==> src/rtl/wt_loader_if.sv <==
// Weight-path bundle for wt_loader: FIFO read port toward the weight FIFO and
// the row-load strobe toward the systolic array.
interface wt_loader_if #(
    parameter int DATA_WIDTH = 24,
    parameter int ROWS       = 3
);
    localparam int ROW_W = (ROWS > 1) ? $clog2(ROWS) : 1;

    logic                  fifo_rd_en;
    logic [DATA_WIDTH-1:0] fifo_rd_data;
    logic                  fifo_rd_empty;
    logic                  wt_load_en;
    logic [ROW_W-1:0]      wt_row_sel;
    logic [DATA_WIDTH-1:0] wt_data;

    modport master (
        output fifo_rd_en,
        input  fifo_rd_data,
        input  fifo_rd_empty,
        output wt_load_en,
        output wt_row_sel,
        output wt_data
    );

    modport slave (
        input  fifo_rd_en,
        output fifo_rd_data,
        output fifo_rd_empty,
        input  wt_load_en,
        input  wt_row_sel,
        input  wt_data
    );
endinterface

==> src/rtl/wt_loader.sv <==
// Streams num_tiles*ROWS packed weight words from a FIFO into systolic array
// rows, one row per word, with stall on empty, abort, and a done pulse.
module wt_loader #(
    parameter int DATA_WIDTH = 24,
    parameter int WT_WIDTH   = 8,
    parameter int ROWS       = 3
) (
    input  logic        clk,
    input  logic        rst_n,
    input  logic        start,
    input  logic [7:0]  num_tiles,
    input  logic        abort,
    wt_loader_if.master bus,
    output logic        busy,
    output logic        done,
    output logic [7:0]  tile_cnt
);
    localparam int ROW_W = (ROWS > 1) ? $clog2(ROWS) : 1;
    localparam int CNT_W = 10;
    localparam logic [ROW_W-1:0] LAST_ROW = ROW_W'(ROWS - 1);

    typedef enum logic [1:0] {
        IDLE,
        RUN,
        DRAIN,
        FIN
    } state_e;

    state_e                state_q, state_d;
    logic [CNT_W-1:0]      total_q, total_d;
    logic [CNT_W-1:0]      issued_q, issued_d;
    logic [CNT_W-1:0]      loaded_q, loaded_d;
    logic [ROW_W-1:0]      row_q, row_d;
    logic [7:0]            tile_cnt_q, tile_cnt_d;
    logic                  vld_q, vld_d;
    logic                  wt_load_en_q, wt_load_en_d;
    logic [ROW_W-1:0]      wt_row_sel_q, wt_row_sel_d;
    logic [DATA_WIDTH-1:0] wt_data_q, wt_data_d;
    logic                  kill;
    logic                  pop;

    // Abort only matters while a load is active; it also gates this cycle's pop.
    always_comb begin
        kill = abort && ((state_q == RUN) || (state_q == DRAIN));
        pop  = (state_q == RUN) && !bus.fifo_rd_empty && (issued_q < total_q) && !kill;
    end

    always_comb begin
        state_d      = state_q;
        total_d      = total_q;
        issued_d     = issued_q;
        loaded_d     = loaded_q;
        row_d        = row_q;
        tile_cnt_d   = tile_cnt_q;
        vld_d        = pop;
        wt_load_en_d = 1'b0;
        wt_row_sel_d = wt_row_sel_q;
        wt_data_d    = wt_data_q;

        if (pop) begin
            issued_d = issued_q + 1'b1;
        end

        // FIFO data is valid the cycle after the pop; capture it unless aborted.
        if (vld_q && !kill) begin
            wt_load_en_d = 1'b1;
            wt_row_sel_d = row_q;
            wt_data_d    = '0;
            for (int unsigned i = 0; i < ROWS; i++) begin
                wt_data_d[i*WT_WIDTH +: WT_WIDTH] = bus.fifo_rd_data[i*WT_WIDTH +: WT_WIDTH];
            end
            loaded_d = loaded_q + 1'b1;
            if (row_q == LAST_ROW) begin
                row_d = '0;
                if (tile_cnt_q != '1) begin
                    tile_cnt_d = tile_cnt_q + 1'b1;
                end
            end else begin
                row_d = row_q + 1'b1;
            end
        end

        case (state_q)
            IDLE: begin
                if (start) begin
                    total_d    = CNT_W'(num_tiles) * CNT_W'(ROWS);
                    issued_d   = '0;
                    loaded_d   = '0;
                    row_d      = '0;
                    tile_cnt_d = '0;
                    state_d    = (num_tiles == 8'd0) ? FIN : RUN;
                end
            end
            RUN: begin
                if (kill) begin
                    state_d = IDLE;
                end else if (issued_q == total_q) begin
                    state_d = DRAIN;
                end
            end
            DRAIN: begin
                if (kill) begin
                    state_d = IDLE;
                end else if (loaded_q == total_q) begin
                    state_d = FIN;
                end
            end
            FIN: begin
                state_d = IDLE;
            end
            default: begin
                state_d = IDLE;
            end
        endcase
    end

    always_ff @(posedge clk or negedge rst_n) begin
        if (!rst_n) begin
            state_q      <= IDLE;
            total_q      <= '0;
            issued_q     <= '0;
            loaded_q     <= '0;
            row_q        <= '0;
            tile_cnt_q   <= '0;
            vld_q        <= 1'b0;
            wt_load_en_q <= 1'b0;
            wt_row_sel_q <= '0;
            wt_data_q    <= '0;
        end else begin
            state_q      <= state_d;
            total_q      <= total_d;
            issued_q     <= issued_d;
            loaded_q     <= loaded_d;
            row_q        <= row_d;
            tile_cnt_q   <= tile_cnt_d;
            vld_q        <= vld_d;
            wt_load_en_q <= wt_load_en_d;
            wt_row_sel_q <= wt_row_sel_d;
            wt_data_q    <= wt_data_d;
        end
    end

    assign bus.fifo_rd_en = pop;
    assign bus.wt_load_en = wt_load_en_q;
    assign bus.wt_row_sel = wt_row_sel_q;
    assign bus.wt_data    = wt_data_q;
    assign busy           = (state_q == RUN) || (state_q == DRAIN);
    assign done           = (state_q == FIN);
    assign tile_cnt       = tile_cnt_q;
endmodule

==> src/flat_wrapper.sv <==
// flat-port wrapper written by rule: the top's interface ports become plain ports
module wt_loader_flat 
#(
    parameter int DATA_WIDTH = 24,
    parameter int WT_WIDTH   = 8,
    parameter int ROWS       = 3
)
  (clk, rst_n, start, num_tiles, abort, busy, done, tile_cnt, bus_fifo_rd_en, bus_fifo_rd_data, bus_fifo_rd_empty, bus_wt_load_en, bus_wt_row_sel, bus_wt_data);
  wt_loader_if #(.DATA_WIDTH(DATA_WIDTH), .ROWS(ROWS)) bus_i ();
  input  logic clk;
  input  logic rst_n;
  input  logic start;
  input  logic [7:0] num_tiles;
  input  logic abort;
  output logic busy;
  output logic done;
  output logic [7:0] tile_cnt;
  output wire logic [$bits(bus_i.fifo_rd_en)-1:0] bus_fifo_rd_en;
  input wire logic [$bits(bus_i.fifo_rd_data)-1:0] bus_fifo_rd_data;
  input wire logic [$bits(bus_i.fifo_rd_empty)-1:0] bus_fifo_rd_empty;
  output wire logic [$bits(bus_i.wt_load_en)-1:0] bus_wt_load_en;
  output wire logic [$bits(bus_i.wt_row_sel)-1:0] bus_wt_row_sel;
  output wire logic [$bits(bus_i.wt_data)-1:0] bus_wt_data;
  assign bus_fifo_rd_en = bus_i.fifo_rd_en;
  assign bus_i.fifo_rd_data = bus_fifo_rd_data;
  assign bus_i.fifo_rd_empty = bus_fifo_rd_empty;
  assign bus_wt_load_en = bus_i.wt_load_en;
  assign bus_wt_row_sel = bus_i.wt_row_sel;
  assign bus_wt_data = bus_i.wt_data;
  wt_loader #(.DATA_WIDTH(DATA_WIDTH), .WT_WIDTH(WT_WIDTH), .ROWS(ROWS)) u_core (.clk(clk), .rst_n(rst_n), .start(start), .num_tiles(num_tiles), .abort(abort), .bus(bus_i), .busy(busy), .done(done), .tile_cnt(tile_cnt));
endmodule
==> config.mk <==
export PLATFORM = sky130hd
export DESIGN_NAME = wt_loader_flat
export DESIGN_NICKNAME = d
export VERILOG_FILES = /design/src/rtl/wt_loader_if.sv /design/src/rtl/wt_loader.sv /design/src/flat_wrapper.sv
export SDC_FILE = /design/constraint.sdc
export NUM_CORES = 1
export LEC_CHECK = 0
export BUFFER_PORTS_ARGS = -buffer_cell sky130_fd_sc_hd__buf_2
export CELL_PAD_IN_SITES_DETAIL_PLACEMENT = 0
export CELL_PAD_IN_SITES_GLOBAL_PLACEMENT = 1
export CORE_MARGIN = 1
export CORE_UTILIZATION = 43
export CTS_BUF_LIST = sky130_fd_sc_hd__clkbuf_8
export CTS_CLUSTER_SIZE = 40
export DETAILED_ROUTE_END_ITERATION = 7
export PLACE_DENSITY = 0.84
export SYNTH_ARGS = -nofsm -noshare
export SYNTH_HDL_FRONTEND = slang
export SYNTH_SLANG_ARGS = --single-unit
==> constraint.sdc <==
create_clock -name clk -period 2.27 [get_ports clk]
set_input_delay 0.454 -clock clk [delete_from_list [all_inputs] [get_ports clk]]
set_output_delay 0.454 -clock clk [all_outputs]
set_load 0.01 [all_outputs]
# Yosys cells after proc, flatten, opt, wreduce, memory -nomap -nowiden
# Index checks and enable logic that the tools add are counted.
# classes
n_reduce_logical,12
magnitude_cmp,1
eq_ne,10
mul,1
addsub,4
muxes,23
# ops
operator,n
2-to-1 mux 10 bit,6
2-to-1 mux 8 bit,5
adder 10 x 1 -> 10 bit (second input constant),2
== test 10 bit,2
2-to-1 mux 2 bit,10
less-than comparator 10 bit,1
multiplier 8 x 2 -> 10 bit (second input constant),1
adder 8 x 1 -> 8 bit (second input constant),1
logical NOT 8 bit,1
inequality test 8 bit (second input constant),1
case mux 2 bit (4 select lines),1
== test 2 bit (second input constant),3
inequality test 3 x 2 -> 1 bit (second input constant),2
logical AND 1 bit,5
AND reduction 3 bit,1
adder 2 x 1 -> 2 bit (second input constant),1
== test 2 x 1 -> 1 bit (second input constant),1
logical NOT 1 bit,2
logical NOT 2 bit,1
inequality test 2 bit (second input constant),1
AND reduction 2 bit,1
logical OR 1 bit,1
2-to-1 mux 1 bit,1
# totals
reg_bits,70
out_inout_bits,38
wordCells,61
input_bits,37

# Depth between registers and ports, before layout
# Gate-level depths: netlist (run 1).
# logic_depth
depth_word,8
ltp_mapped,9
mapped_depth_nobuf,9

# Worst setup path before layout (run 1)
# Ideal clock, no wire load.
# synth_path
kind,flip-flop to output port
from,register u_core.issued_q[7]
to,output port bus_fifo_rd_en
t_required_ns,1.816
t_arrival_ns,1.716
slack_ns,0.100
path_stages_with_launch,7
path_buffers,1
path_cell_list,dfrtp_1 -> ha_1 -> a211oi_2 -> o2111ai_1 -> a211o_1 -> clkbuf_1 -> inv_1
# synth_between
elab_chain_len,3
# synth_lines
item,line_no,source
from (decl),wt_loader.sv:31,"logic [CNT_W-1:0] issued_q, issued_d;"
from (signal assigned),wt_loader.sv:132,issued_q <= issued_d;
less-than comparator 10 bit,wt_loader.sv:45,pop = (state_q == RUN) && !bus.fifo_rd_empty && (issued_q < total_q) && !kill;
logical AND 1 bit (2 in series),wt_loader.sv:45,
to (decl),flat_wrapper.sv:18,output wire logic [$bits(bus_i.fifo_rd_en)-1:0] bus_fifo_rd_en;
# Every way passes these cells.

# Worst setup path after layout (run 1)
# layout_path
from,register u_core.total_q[3]
to,register u_core.issued_q[3]
# layout_between
elab_chain_len,6
# layout_lines
item,line_no,source
from (decl),wt_loader.sv:30,"logic [CNT_W-1:0] total_q, total_d;"
from (signal assigned),wt_loader.sv:131,total_q <= total_d;
less-than comparator 10 bit (*),wt_loader.sv:45,
logical AND 1 bit (*) (2 in series),wt_loader.sv:45,
2-to-1 mux 10 bit (*),wt_loader.sv:60,if (pop) begin
2-to-1 mux 10 bit,wt_loader.sv:85,if (start) begin
2-to-1 mux 10 bit (*),wt_loader.sv:83,case (state_q)
named net u_core.issued_d[3],wt_loader.sv:31,
# Mark *: on every way through the listed nets, which the timed path passes. The rest lies on a longest branch.
# A chain may end at the register's enable or synchronous reset.

==> impl_metrics.json, run 1 <==
{
  "timing.final.crit_share_pct": 101.8,
  "grt.total_usage_pct": 19.28,
  "drv_cap": 0,
  "seq_area_frac_synth_pct": 45.63,
  "drc_errors": 0,
  "ir_worst_vdd_mv": 0.5291,
  "power_leakage_uw": 0.002486,
  "vias": 3369,
  "fmax_mhz": 432.6,
  "yosys_warnings": 0,
  "power_density_mw_per_mm2": 1021,
  "grt_start_max_net_pins": 71,
  "cp.required_ps": 2530,
  "gp_congestion": 0.7866,
  "synth_compound_area_share_pct": 10.30,
  "drive_gt1_share_pct": 26.52,
  "first_pass_iters": 4,
  "relSlewSlack_pct": 59.21,
  "violations": "negative setup slack",
  "rsz0062_at_grt": "true",
  "wl_um": 8665,
  "tightest_slew_ps": 607.1,
  "vias_per_cell": 5.175,
  "clock-skew-final_ps": 11.95,
  "antenna_found_initial": 0,
  "die_area_sq_mm": 0.009309,
  "synthesis.nets": 502,
  "synth_area_per_cell_sq_um": 8.865,
  "path_clk_slew_ps": 80,
  "fin_crit_ps": 2312,
  "fp.dieH_um": 96.49,
  "dp.cells": 631,
  "antenna_left": 0,
  "overflow": 0,
  "path_max_fanout": 13,
  "tns_ps": -116.8,
  "dpl.hpwl_um": 6176,
  "grt_pass1_wl_um": 13700,
  "coreArea_sq_mm": 0.008678,
  "num_io_pins": 75,
  "grt_pass1_vias": 3026,
  "outcome": "finished with violations",
  "synth-edff-count": 0,
  "endpoint_kind": "flip-flop",
  "layout_setup_ws_ps": -41.53,
  "fillCellCount": 808,
  "wl_per_cell_um": 13.31,
  "syn_area_sq_mm": 0.003839,
  "cts.sink_count": 70,
  "crit_arrival_ps": 2570,
  "instances_no_fill": 651,
  "slew_viol_final": 0,
  "area_growth_pct": 26.40,
  "ys_async_sr_fraction_pct": 100.0,
  "clock_latency_ps": 340,
  "ys_types": 42,
  "htreeDepth": 3,
  "drt_iter0_markers": 123,
  "io_buffers": 74,
  "hold_path.class": "primary input to async pin",
  "setup_violations": 5,
  "antennaDiodeCount": 0,
  "cts_made_buffers": 9,
  "cts_root_buf": "clkbuf_8",
  "synth_seq_cells": 70,
  "synth.area.mux_share_pct": 0.5541,
  "die_width_um": 96.49,
  "yosys_most_used_dff": "dfrtp_1",
  "start_util_pct": 44.23,
  "critical_path_class": "flip-flop to flip-flop",
  "cts_buffer_depth": 2,
  "fp-row-count": 34,
  "synth_xor_area_share_pct": 5.248,
  "synth_adder_area_share_pct": 10.63,
  "syn_inst": 433,
  "hold_viol": 0,
  "synth-simple-area-share_pct": 23.24,
  "cts_tree": "built",
  "start_kind": "flip-flop",
  "synth_top_family_by_area": "simple AND/OR/NAND/NOR gates",
  "fin_nets": 610
}
## synthesized netlist by cell type, types with 2 or more instances
cell type	number	area, sq um
nand2_1	111	416.7
dfrtp_1	70	1752
ha_1	31	387.9
inv_1	31	116.4
a21oi_1	22	110.1
o21ai_0	22	110.1
nor2_1	20	75.07
nand3_1	13	65.06
clkbuf_1	12	45.04
xor2_1	12	105.1
xnor2_1	11	96.34
nor3_1	10	50.05
nand4_1	8	50.05
or3_1	7	43.79
o31ai_1	5	37.54
and3_1	4	25.02
nor4_1	4	25.02
or4_1	4	30.03
nand3b_1	3	22.52
nor3b_1	3	22.52
o211ai_1	3	22.52
a211oi_1	2	15.01
nand2b_1	2	12.51
nor2b_1	2	12.51
nor4b_1	2	17.52
o311ai_0	2	17.52
o41ai_1	2	17.52
## layout make-up
| type | count | area (sq um) | area share, % |
|---|---|---|---|
| multi-input cells | 318 | 2009 | 41.41 |
| flip-flops and latches | 70 | 1752 | 36.10 |
| repair buffers | 110 | 659.4 | 13.59 |
| clock buffers | 10 | 137.6 | 2.837 |
| well taps | 108 | 135.1 | 2.785 |
| inverters | 32 | 120.1 | 2.476 |
| clock inverters | 3 | 38.79 | 0.7994 |
## per-stage QoR
stage | area [sq um] | power (uW) | hold WS, ps | utilization, % | setup WS, ps
final | 4852 | 4956 | 111.9 | 55.91 | -41.53
after global routing | 4852 | 5392 | 145.7 | 55.91 | -108.5
after CTS | 4791 | 4913 | 140.3 | 55.20 | -20.76
after detailed placement | 4526 | 3861 | 456.5 | 52.15 | -17.32
after global placement | 4526 | 3796 | 452.2 | 52.15 | 32.23
after floorplan | 3839 | 3004 | 158.4 | - | 100.4
## placed cells by master, fill, tap and decap left out, types with 11 or more instances in the layout
cell type	n
inv_1	27
a21oi_1	17
ha_1	27
nor2_1	20
xnor2_1	11
buf_4	35
nand3_1	13
xor2_1	12
nand2_1	110
dfrtp_1	70
buf_2	73
o21ai_0	21
## cells by family after synthesis
family / count (synthesis)
DFF: 70
and+or+nand+nor: 196
xor gates and xnor gates: 23
adders and majority gates: 32
muxes: 2
AOI/OAI and AO/OA: 65
buffers and inverters: 45
## state kept, by name (all words and copies together), names as in the netlist
| register | cells |
|---|---|
| u_core.row_q | 2 |
| u_core.bus.wt_data | 24 |
| u_core.bus.wt_row_sel | 2 |
| u_core.loaded_q | 10 |
| u_core.issued_q | 10 |
| u_core.total_q | 10 |
| u_core.state_q | 2 |
| u_core.vld_q | 1 |
| u_core.tile_cnt | 8 |
| u_core.bus.wt_load_en | 1 |
## per-layer routing
layer / vias to the layer above / wire [um] / global-route usage [%]
li1: 1681 / - / -
met1: 1593 / 3982 / 25.05
met2: 83 / 4129 / 31.46
met3: 12 / 405 / 3.834
met4: 0 / 148 / 7.843
met5: - / 0 / 0
## worst max-delay path: stages (launching register included)
cell and delay [ps]:
dfrtp_1 340, inv_1 60, ha_1 320, a21oi_2 140
o21ai_0 100, a211o_2 380, buf_4 190, buf_4 150
or3_1 380, a21oi_2 160
## worst paths after layout
path	cells past startpoint	to	slack [ps]	from
hold / removal	2	u_core.bus.wt_data[21]	110	rst_n
setup reg to reg	9	u_core.issued_q[3]	-40	u_core.total_q[3]
setup / recovery	9	u_core.issued_q[3]	-40	u_core.total_q[3]
max in group asynchronous	2	u_core.issued_q[2]	1830	rst_n
min in group clk	3	u_core.bus.wt_data[21]	300	bus_fifo_rd_data[21]
hold reg to reg	2	u_core.bus.wt_data[17]	470	u_core.bus.wt_data[17]
## report_power, final
| group | internal (uW) | switching [uW] |
|---|---|---|
| Combinational | 964 | 1220 |
| Sequential | 1620 | 213 |
| Clock | 514 | 426 |
| Total | 3100 | 1860 |
## what timing repair did
item,in CTS,in global routing
resized for setup,9,14
hold endpoints to repair,0,0
pin swaps,8,1
hold buffers,0,0
setup buffers,6,1
endpoints found under the setup margin,7,11
No activity file was read; power rests on OpenSTA's default activity.
==> run 2, diff against run 1 <==
--- a/config.mk
+++ b/config.mk
@@ -14,6 +14,7 @@
 export CTS_CLUSTER_SIZE = 40
 export DETAILED_ROUTE_END_ITERATION = 7
 export PLACE_DENSITY = 0.84
+export SETUP_SLACK_MARGIN = 0.15
 export SYNTH_ARGS = -nofsm -noshare
 export SYNTH_HDL_FRONTEND = slang
 export SYNTH_SLANG_ARGS = --single-unit
==> run 2 against run 1 <==
The run still ends with negative setup slack left. Non-clock buffer count fell by 5. Combinational power barely moved. Flip-flop and latch count did not move. Sequential share of layout area fell by 0.42 points. Design area rose by 1.2%. Register-to-register slack improved by 30 ps. Largest cell class unchanged. Largest power group unchanged.
==> impl_metrics.json, run 2 (synthesized netlist as in run 1, its figures left out) <==
{
  "clock_latency_ps": 350,
  "outcome": "finished with violations",
  "dpl_cell_area_sq_mm": 0.004531,
  "timing.final.crit_share_pct": 102.4,
  "rrSetupSlack_ps": -10,
  "antenna_left": 0,
  "sequentialPowerShare_pct": 35.8,
  "crit_family": "flip-flops",
  "grt_start_max_net_pins": 71,
  "dpl.hpwl_um": 6416,
  "fmax_mhz": 430.1,
  "cts_buffer_depth": 2,
  "path_buf_inv": 2,
  "area_growth_pct": 27.90,
  "coreArea_sq_mm": 0.008678,
  "setup_violations": 3,
  "fp-row-count": 34,
  "tightest_slew_ps": 662.3,
  "path_max_fanout": 3,
  "grt_pass1_wl_um": 14390,
  "overflow": 0,
  "slew_viol_final": 0,
  "io_buffers": 74,
  "start_kind": "flip-flop",
  "switching_share_pct": 38.10,
  "wl_per_cell_um": 13.90,
  "pwr-share-comb_pct": 42.0,
  "fp.dieH_um": 96.49,
  "drive_gt1_share_pct": 27.17,
  "first_pass_iters": 6,
  "slowest_stage": "dfrtp_1",
  "antennaDiodeCount": 0,
  "path_clk_slew_ps": 80,
  "finalPower_uw": 5177,
  "drv_cap": 0,
  "gp_congestion": 0.9106,
  "start_util_pct": 44.23,
  "drt_iter0_markers": 118,
  "crit_arrival_ps": 1870,
  "p_switching_uw": 1972,
  "final_area_sq_mm": 0.004910,
  "path_cells": "ha_1 > nand4_1 > a211oi_2 > a211o_2 > inv_2 > buf_6",
  "die_area_sq_mm": 0.009309,
  "cts_tree": "built",
  "endpoint_kind": "output pin",
  "final_common_cell": "nand2_1",
  "final_cell_mix": "nand2_1 (109), buf_2 (73), dfrtp_1 (70), buf_4 (29)",
  "p_int_uw": 3205,
  "power_density_mw_per_mm2": 1054,
  "clock-skew-final_ps": 10.46,
  "fillCellCount": 821,
  "cp.required_ps": 1820,
  "vias": 3340,
  "cts_root_buf": "clkbuf_8",
  "critical_path_class": "flip-flop to output pin",
  "clockPowerShare_pct": 22.2,
  "relSlewSlack_pct": 55.51,
  "hold_path.class": "primary input to async pin",
  "die_width_um": 96.49,
  "dp.cells": 630,
  "fin_crit_ps": 2325,
  "postLayoutCoreUtil_pct": 56.57,
  "num_io_pins": 75,
  "layout_setup_ws_ps": -55.00,
  "critPathMaxStageDelay_ps": 410,
  "violations": "negative setup slack",
  "instances_no_fill": 649,
  "grt.total_usage_pct": 20.51,
  "antenna_found_initial": 0,
  "power_leakage_uw": 0.002486,
  "rsz0062_at_grt": "true",
  "cts.sink_count": 70,
  "vias_per_cell": 5.146,
  "grt_pass1_vias": 3024,
  "wl_um": 9020,
  "hold_viol": 0,
  "ir_worst_vdd_mv": 0.4726,
  "drc_errors": 0,
  "htreeDepth": 3,
  "cts_made_buffers": 9,
  "fin_nets": 605,
  "largest_reg_flops": 24
}
run 2: metrics by stage:
| stage | hold slack, ps | TNS [ps] | setup WS [ps] |
|---|---|---|---|
| 2_1_floorplan | 158.4 | 0 | 164.6 |
| 3_3_place_gp | 451.4 | 0 | 106.5 |
| 3_5_place_dp | 457.9 | 0 | 54.18 |
| 4_1_cts | 127.4 | -12.49 | -12.49 |
| 5_1_grt | 139.1 | -239.8 | -98.62 |
| 6_report | 111.8 | -65.62 | -55.00 |
run 2: cell type report:
class | count | area [sq um] | area share, %
Multi-Input combinational cell | 318 | 2038 | 41.51
Timing Repair Buffer | 105 | 634.4 | 12.92
Clock buffer | 10 | 137.6 | 2.803
Tap cell | 108 | 135.1 | 2.752
Inverter | 32 | 120.1 | 2.446
Sequential cell | 70 | 1752 | 35.68
Clock inverter | 6 | 92.59 | 1.886
run 2: layer usage:
metal	share of wire, %	wire [um]	vias to the layer above	global-route usage (%)
met2	45	4062	78	31.75
li1	-	-	1676	-
met4	2.8	252	0	9.681
met3	4.5	404	18	3.678
met5	0	0	-	0
met1	48	4300	1568	27.79
run 2: power by group through the flow:
stage | logic [uW] | clock network [uW] | registers (uW)
after global routing | 2450 | 1220 | 1900
after floorplan | 1030 | 0 | 1980
after detailed placement | 1990 | 0 | 1870
after CTS | 2090 | 1180 | 1850
after global placement | 1960 | 0 | 1850
final | 2170 | 1150 | 1850
run 2: final timing paths:
kind,to,cells after the start,from
max in group asynchronous,u_core.loaded_q[5],2,rst_n
hold / removal,u_core.tile_cnt[5],2,rst_n
min in group clk,u_core.bus.wt_data[1],3,bus_fifo_rd_data[1]
setup / recovery,bus_fifo_rd_en,6,u_core.issued_q[9]
setup reg to reg,u_core.issued_q[8],7,u_core.issued_q[9]
hold reg to reg,u_core.bus.wt_data[16],2,u_core.bus.wt_data[16]
run 2: repair_timing:
action / CTS / global route
setup endpoints to repair: 10 / 16
pin swaps: 5 / 2
hold endpoints to repair: 0 / 0
hold buffers: 0 / 0
buffers inserted: 2 / 1
gates resized for setup: 13 / 16
run 2: worst register-to-register path, cell delays in order, from the launching register on:
cell      delay (ps)
dfrtp_1          410
ha_1             360
nand4_1          180
a211oi_2          60
a211o_2          350
buf_4            180
or4_1            510
a21oi_1          160
